===== config.mk =====
export PLATFORM = sky130hd
export DESIGN_NAME = dac_stream_tx
export DESIGN_NICKNAME = d
export VERILOG_FILES = /design/src/rtl/dac_stream_tx.sv
export SDC_FILE = /design/constraint.sdc
export NUM_CORES = 1
export LEC_CHECK = 0
export BUFFER_PORTS_ARGS = -buffer_cell sky130_fd_sc_hd__clkbuf_2
export CAP_MARGIN = 30
export CORE_MARGIN = 3
export CORE_UTILIZATION = 35
export DETAILED_ROUTE_END_ITERATION = 7
export HOLD_SLACK_MARGIN = 0.1
export PLACE_DENSITY_LB_ADDON = 0.25
export SYNTH_ARGS = -nofsm -noshare
export SYNTH_HDL_FRONTEND = slang
export SYNTH_SLANG_ARGS = --single-unit

===== constraint.sdc =====
create_clock -name clk -period 9.16 [get_ports clk]
set_clock_uncertainty 0.1 [all_clocks]
set_input_delay 1.832 -clock clk [delete_from_list [all_inputs] [get_ports clk]]
set_output_delay 1.832 -clock clk [all_outputs]
set_load 0.05 [all_outputs]

===== src/rtl/dac_stream_tx.sv =====
// dac_stream_tx: one DAC channel. Signed samples arrive over a valid/ready
// handshake and are buffered in a small FIFO. They are played out at a
// programmable rate as offset-binary words, together with a latch clock whose
// rising edge sits inside each sample period.
//
// state | meaning
// IDLE  | stopped; FIFO flushed, DAC held at mid-scale, latch clock low
// PRIME | accepting samples; waiting for the FIFO to reach half full
// RUN   | playing out one sample per period; underflows counted when empty
module dac_stream_tx #(
    parameter int DATA_W     = 14,
    parameter int FIFO_DEPTH = 16,
    parameter int DIV_W      = 16
) (
    input  logic                          clk,
    input  logic                          reset,
    input  logic                          enable,
    input  logic [DIV_W-1:0]              rate_div,
    input  logic [DATA_W-1:0]             s_data,
    input  logic                          s_valid,
    output logic                          s_ready,
    output logic [DATA_W-1:0]             dac_data,
    output logic                          dac_clk,
    output logic [$clog2(FIFO_DEPTH):0]   fifo_level,
    output logic [15:0]                   underflow_cnt,
    output logic                          busy
);

    localparam int AW = $clog2(FIFO_DEPTH);
    localparam int LW = AW + 1;
    localparam logic [DATA_W-1:0] MID       = {1'b1, {(DATA_W-1){1'b0}}};
    localparam logic [LW-1:0]     HALF_LVL  = LW'(FIFO_DEPTH / 2);
    localparam logic [LW-1:0]     FULL_LVL  = LW'(FIFO_DEPTH);

    typedef enum logic [1:0] {
        IDLE  = 2'd0,
        PRIME = 2'd1,
        RUN   = 2'd2
    } state_t;

    state_t            state, state_next;
    logic [DIV_W-1:0]  p_div, p_div_next;
    logic [DIV_W-1:0]  cnt, cnt_next;
    logic [DIV_W-1:0]  half_per;
    logic              dac_clk_next;

    logic [DATA_W-1:0] mem [FIFO_DEPTH];
    logic [AW-1:0]     wr_ptr, rd_ptr;
    logic [LW-1:0]     level_calc;
    logic [DATA_W-1:0] head;
    logic              push, pop, tick, fifo_empty, underflow_evt;

    // Handshake and FIFO status come from registered state only.
    assign s_ready       = (state != IDLE) && (fifo_level != FULL_LVL);
    assign busy          = (state != IDLE);
    assign fifo_empty    = (fifo_level == '0);
    assign push          = s_valid && s_ready;
    assign tick          = (state == RUN) && enable && (cnt == p_div);
    assign pop           = tick && !fifo_empty;
    assign underflow_evt = tick && fifo_empty;
    assign level_calc    = fifo_level + LW'(push) - LW'(pop);
    assign head          = mem[rd_ptr];

    // The latch clock goes high halfway through the period (rounded down), so
    // the word changing at cnt==0 gets H cycles of setup before the rising edge.
    assign half_per = DIV_W'(({1'b0, p_div} + 1'b1) >> 1);

    // Next state, latched period and period counter.
    always_comb begin
        state_next   = state;
        p_div_next   = p_div;
        cnt_next     = '0;
        dac_clk_next = 1'b0;
        unique case (state)
            IDLE: begin
                if (enable) state_next = PRIME;
            end
            PRIME: begin
                if (!enable) begin
                    state_next = IDLE;
                end else if (level_calc >= HALF_LVL) begin
                    state_next = RUN;
                    p_div_next = (rate_div == '0) ? DIV_W'(1) : rate_div;
                end
            end
            RUN: begin
                if (!enable) begin
                    state_next = IDLE;
                end else begin
                    cnt_next     = tick ? '0 : cnt + 1'b1;
                    dac_clk_next = (cnt_next >= half_per);
                end
            end
            default: state_next = IDLE;
        endcase
    end

    // State, period and counter registers.
    always_ff @(posedge clk) begin
        if (reset) begin
            state <= IDLE;
            p_div <= '0;
            cnt   <= '0;
        end else begin
            state <= state_next;
            p_div <= p_div_next;
            cnt   <= cnt_next;
        end
    end

    // FIFO storage; stale words are harmless because the pointers are reset.
    always_ff @(posedge clk) begin
        if (push) mem[wr_ptr] <= s_data;
    end

    // FIFO pointers and occupancy; leaving for IDLE discards the contents.
    always_ff @(posedge clk) begin
        if (reset || (state_next == IDLE)) begin
            wr_ptr     <= '0;
            rd_ptr     <= '0;
            fifo_level <= '0;
        end else begin
            if (push) wr_ptr <= wr_ptr + 1'b1;
            if (pop)  rd_ptr <= rd_ptr + 1'b1;
            fifo_level <= level_calc;
        end
    end

    // DAC word, latch clock and underflow counter.
    always_ff @(posedge clk) begin
        if (reset) begin
            dac_data      <= MID;
            dac_clk       <= 1'b0;
            underflow_cnt <= '0;
        end else begin
            dac_clk <= dac_clk_next;
            if (state_next == IDLE) begin
                dac_data <= MID;
            end else if (pop) begin
                dac_data <= {~head[DATA_W-1], head[DATA_W-2:0]};
            end
            if (underflow_evt && (underflow_cnt != 16'hFFFF)) begin
                underflow_cnt <= underflow_cnt + 16'd1;
            end
        end
    end

endmodule

==> summary.md <==
| Metric | Value |
|---|---|
| H-tree depth | `2` |
| Post-Syn Area | `0.0129 sq mm` |
| Setup crit end kind | `flip-flop` |
| Core ar. | `0.0359 sq mm` |
| PortBufs | `71` |
| Critical path depth | `16` |
| Worst endpoint required time | `9.44 ns` |
| DRC violations left | `0` |
| Final wirelength | `27.9 mm` |
| Clock sinks | `306` |
| Antenna-violating nets left | `0` |
| Slowest stage delay, CP | `0.38 ns` |
| Layout cell share with drive strength beyond 1 | `0.256` |
| Final net count | `977` |
| Pint | `2.31 mW` |
| Initial DRC count | `361` |
| Hold buffers post-CTS | `0` |
| Final Max Tran Viols | `0` |
| Ys async rst share | `0` |
| CP top delay family | `simple AND/OR/NAND/NOR gates` |
| Syn_area_per_cell | `15.6 sq um` |
| WS Path Type | `in -> reg` |
| R2R cell count | `16` |
| Routability congestion estimate | `0.749` |
| Cell at the slowest stage of the critical path | `fa_1` |
| Reg2reg end | `p_div[12]` |
| Io pins | `72` |
| Sw Share | `0.203` |
| Commonest register cell after synthesis | `edfxtp_1` |
| Initial Utilization | `0.358` |
| First-pass GRT wire length | `43.5 mm` |
| Count of final setup violators | `0` |
| Vias in the first global route | `7273` |
| CTS Buffer Depth | `3` |
| Hold crit path type | `reg -> reg` |
| Synth warnings | `0` |
| Sequential-to-total area share from yosys stat | `0.650` |
| First-pass DRT Iterations | `5` |
| CP max FO | `16` |
| Finished layout cell area | `0.0150 sq mm` |
| Sequential share of power | `0.514` |
| Fmax | `220 MHz` |
| Syn Inst Count | `823` |
| Clock slew at reported path FFs | `0.06 ns` |
| Post-CTS Setup Repair Bufs | `0` |
| DIE AREA | `0.0391 sq mm` |
| Post-CTS sizing | `0` |
| Clock power frac | `0.471` |
| WL per Instance | `19.9 microns` |
| Number of synthesized register bits | `306` |
| Maximum vdd ir drop | `0.000127 V` |
| Post-DP HPWL | `18.1 mm` |
| Root Driver | `clkbuf_16` |
| Flop2flop setup slack | `5.25 ns` |
| Rows | `69` |
| Fillers | `3239` |
| Final hold violations | `0` |
| WP buf/inv | `4` |
| Total of max-cap violations | `0` |
| Vias | `7140` |
| TritonCTS clock tree | `built` |
| Synth top area cells | `edfxtp_1 (52%), dfxtp_1 (13%), mux4_2 (12%), ha_1 (2.9%), nor2_1 (2.5%)` |
| Comb pwr share | `0.015` |
| Placed Area | `0.0139 sq mm` |
| Die height | `198 microns` |
| Worst-Margin Slew | `1.02 ns` |
| Power Density | `193 mW/mm^2` |
| Most common cell after layout, fill and taps aside | `edfxtp_1` |
| DIE WIDTH | `198 microns` |
| Vias per inst | `5.10` |
| Largest net degree at the start of global routing | `54` |
| Worst slew margin | `0.315` |
| Worst hold slack | `0.360 ns` |
| Syn nets | `888` |
| Number of synthesized flops with an enable pin | `224` |
| Setup crit start kind | `primary input` |
| Latest clock arrival within the worst-skew pair | `0.54 ns` |
| Gr usage total | `0.146` |
| Initial antenna violation count | `1` |
| Critical Path, Cell by Cell | `clkbuf_2 > nand3_1 > nor2_4 > and4b_1 > ha_1 > inv_1 > ha_1 > inv_1 > fa_1 > nand2b_1 > a21oi_1 > nor3_1 > o311ai_4 > buf_8 > mux2i_1 > nor2_1` |
| R2r startpoint | `p_div[12]` |
| Most frequent cells in the layout | `edfxtp_1 (224), dfxtp_1 (80), nor2_1 (78), clkbuf_2 (71), mux4_2 (70)` |
| Status | `complete, no violations` |
| Min Tclk post-route | `4.54 ns` |
| Grt ovf | `0` |
| Ant diodes | `0` |
| Crit path launch | `enable` |
| Fin Setup TNS | `0 ns` |
| CTS Buf Count | `36` |
| Crit path DAT | `4.82 ns` |
| Final period util | `0.495` |
| Count of cell types in the netlist | `52` |
| RSZ-0062 raised after global routing | `no` |
| NetSw | `0.588 mW` |
| Critical Path End | `p_div[12]` |
| Area Growth Syn to Fin | `16.8%` |
| Leakage | `5.08 nW` |
| Share of the synthesized area in the top cell type | `0.523` |
| Area leader, netlist | `edfxtp_1` |
through the flow:
step	std cells	power (mW)	setup slack (ns)	utilization
finish	1401	2.90	4.62	0.418
global route	1401	3.00	4.43	0.418
CTS	1401	2.94	4.63	0.418
detailed placement	1335	1.56	4.08	0.386
global placement	1325	1.56	3.75	0.381
floorplan	823	1.54	4.32	-
registers in the layout (all words and copies together), names as in the netlist, named ones only:
| signal | flops |
|---|---|
| mem | 224 |
| cnt | 16 |
| p_div | 16 |
| underflow_cnt | 16 |
| dac_data | 14 |
| fifo_level | 5 |
| rd_ptr | 4 |
| wr_ptr | 4 |
| state | 2 |
| dac_clk | 1 |
area by class of cell:
class                      count  area [sq um]  area share
sequential                   306          8370       0.557
clock inverter                12          92.6     0.00616
multi-input combinational    460          4240       0.282
tap                          461           577      0.0384
clock buffer                  54          1060      0.0705
timing repair buffer          92           627      0.0417
inverter                      16          60.1     0.00400
how the worst min path moves through the flow:
stage | startpoint | endpoint | depth (start not counted)
floorplan | rd_ptr[3] | flip-flop | 2
global placement | dac_data[9] | dac_data[9] | 2
detailed placement | dac_data[6] | dac_data[6] | 2
CTS | dac_data[6] | dac_data[6] | 2
global route | dac_data[2] | dac_data[2] | 2
finish | dac_data[6] | dac_data[6] | 2
metal layers:
| layer | track usage | up-vias | share of wire |
|---|---|---|---|
| met5 | 0 | - | 0.00072 |
| met4 | 0.0480 | 2 | 0.025 |
| li1 | - | 3344 | - |
| met2 | 0.243 | 162 | 0.49 |
| met1 | 0.193 | 3582 | 0.44 |
| met3 | 0.0286 | 50 | 0.050 |
power by group through the flow:
stage	combinational, mW	sequential, mW	clock [mW]
after global routing	0.0492	1.49	1.46
after CTS	0.0455	1.49	1.40
after detailed placement	0.0453	1.52	0
after floorplan	0.0171	1.52	0
after global placement	0.0446	1.52	0
final	0.0444	1.49	1.36
cells by family after synthesis:
family                     Yosys count  share of synthesized area
DFF                                306                      0.650
muxes                               88                      0.137
buffers and inverters               57                     0.0238
xor gates and xnor gates            56                     0.0393
AOI/OAI and AO/OA                   65                     0.0350
adders and majority gates           31                     0.0307
and+or+nand+nor                    220                     0.0843
synth_stat cells (6+ instances only):
| master | number |
|---|---|
| buf_2 | 7 |
| nand2_1 | 32 |
| buf_1 | 7 |
| mux2i_1 | 18 |
| a21oi_1 | 20 |
| nor2_1 | 87 |
| dfxtp_1 | 82 |
| nand3_1 | 22 |
| and3_1 | 7 |
| xnor2_1 | 28 |
| clkbuf_1 | 12 |
| nand4_1 | 16 |
| xor2_1 | 26 |
| mux4_2 | 70 |
| or3_1 | 12 |
| buf_4 | 6 |
| edfxtp_1 | 224 |
| a21o_1 | 7 |
| o2bb2ai_1 | 13 |
| nor3_1 | 9 |
| o21ai_0 | 12 |
| buf_6 | 8 |
| nand2b_1 | 6 |
| ha_1 | 30 |
| inv_1 | 16 |
tightest hold or removal path, stage by stage (launching register included):
cell and delay, ns:
dfxtp_1 0.31, nand2_1 0.05, o2bb2ai_1 0.06
Power figures use the tool's default switching activity.
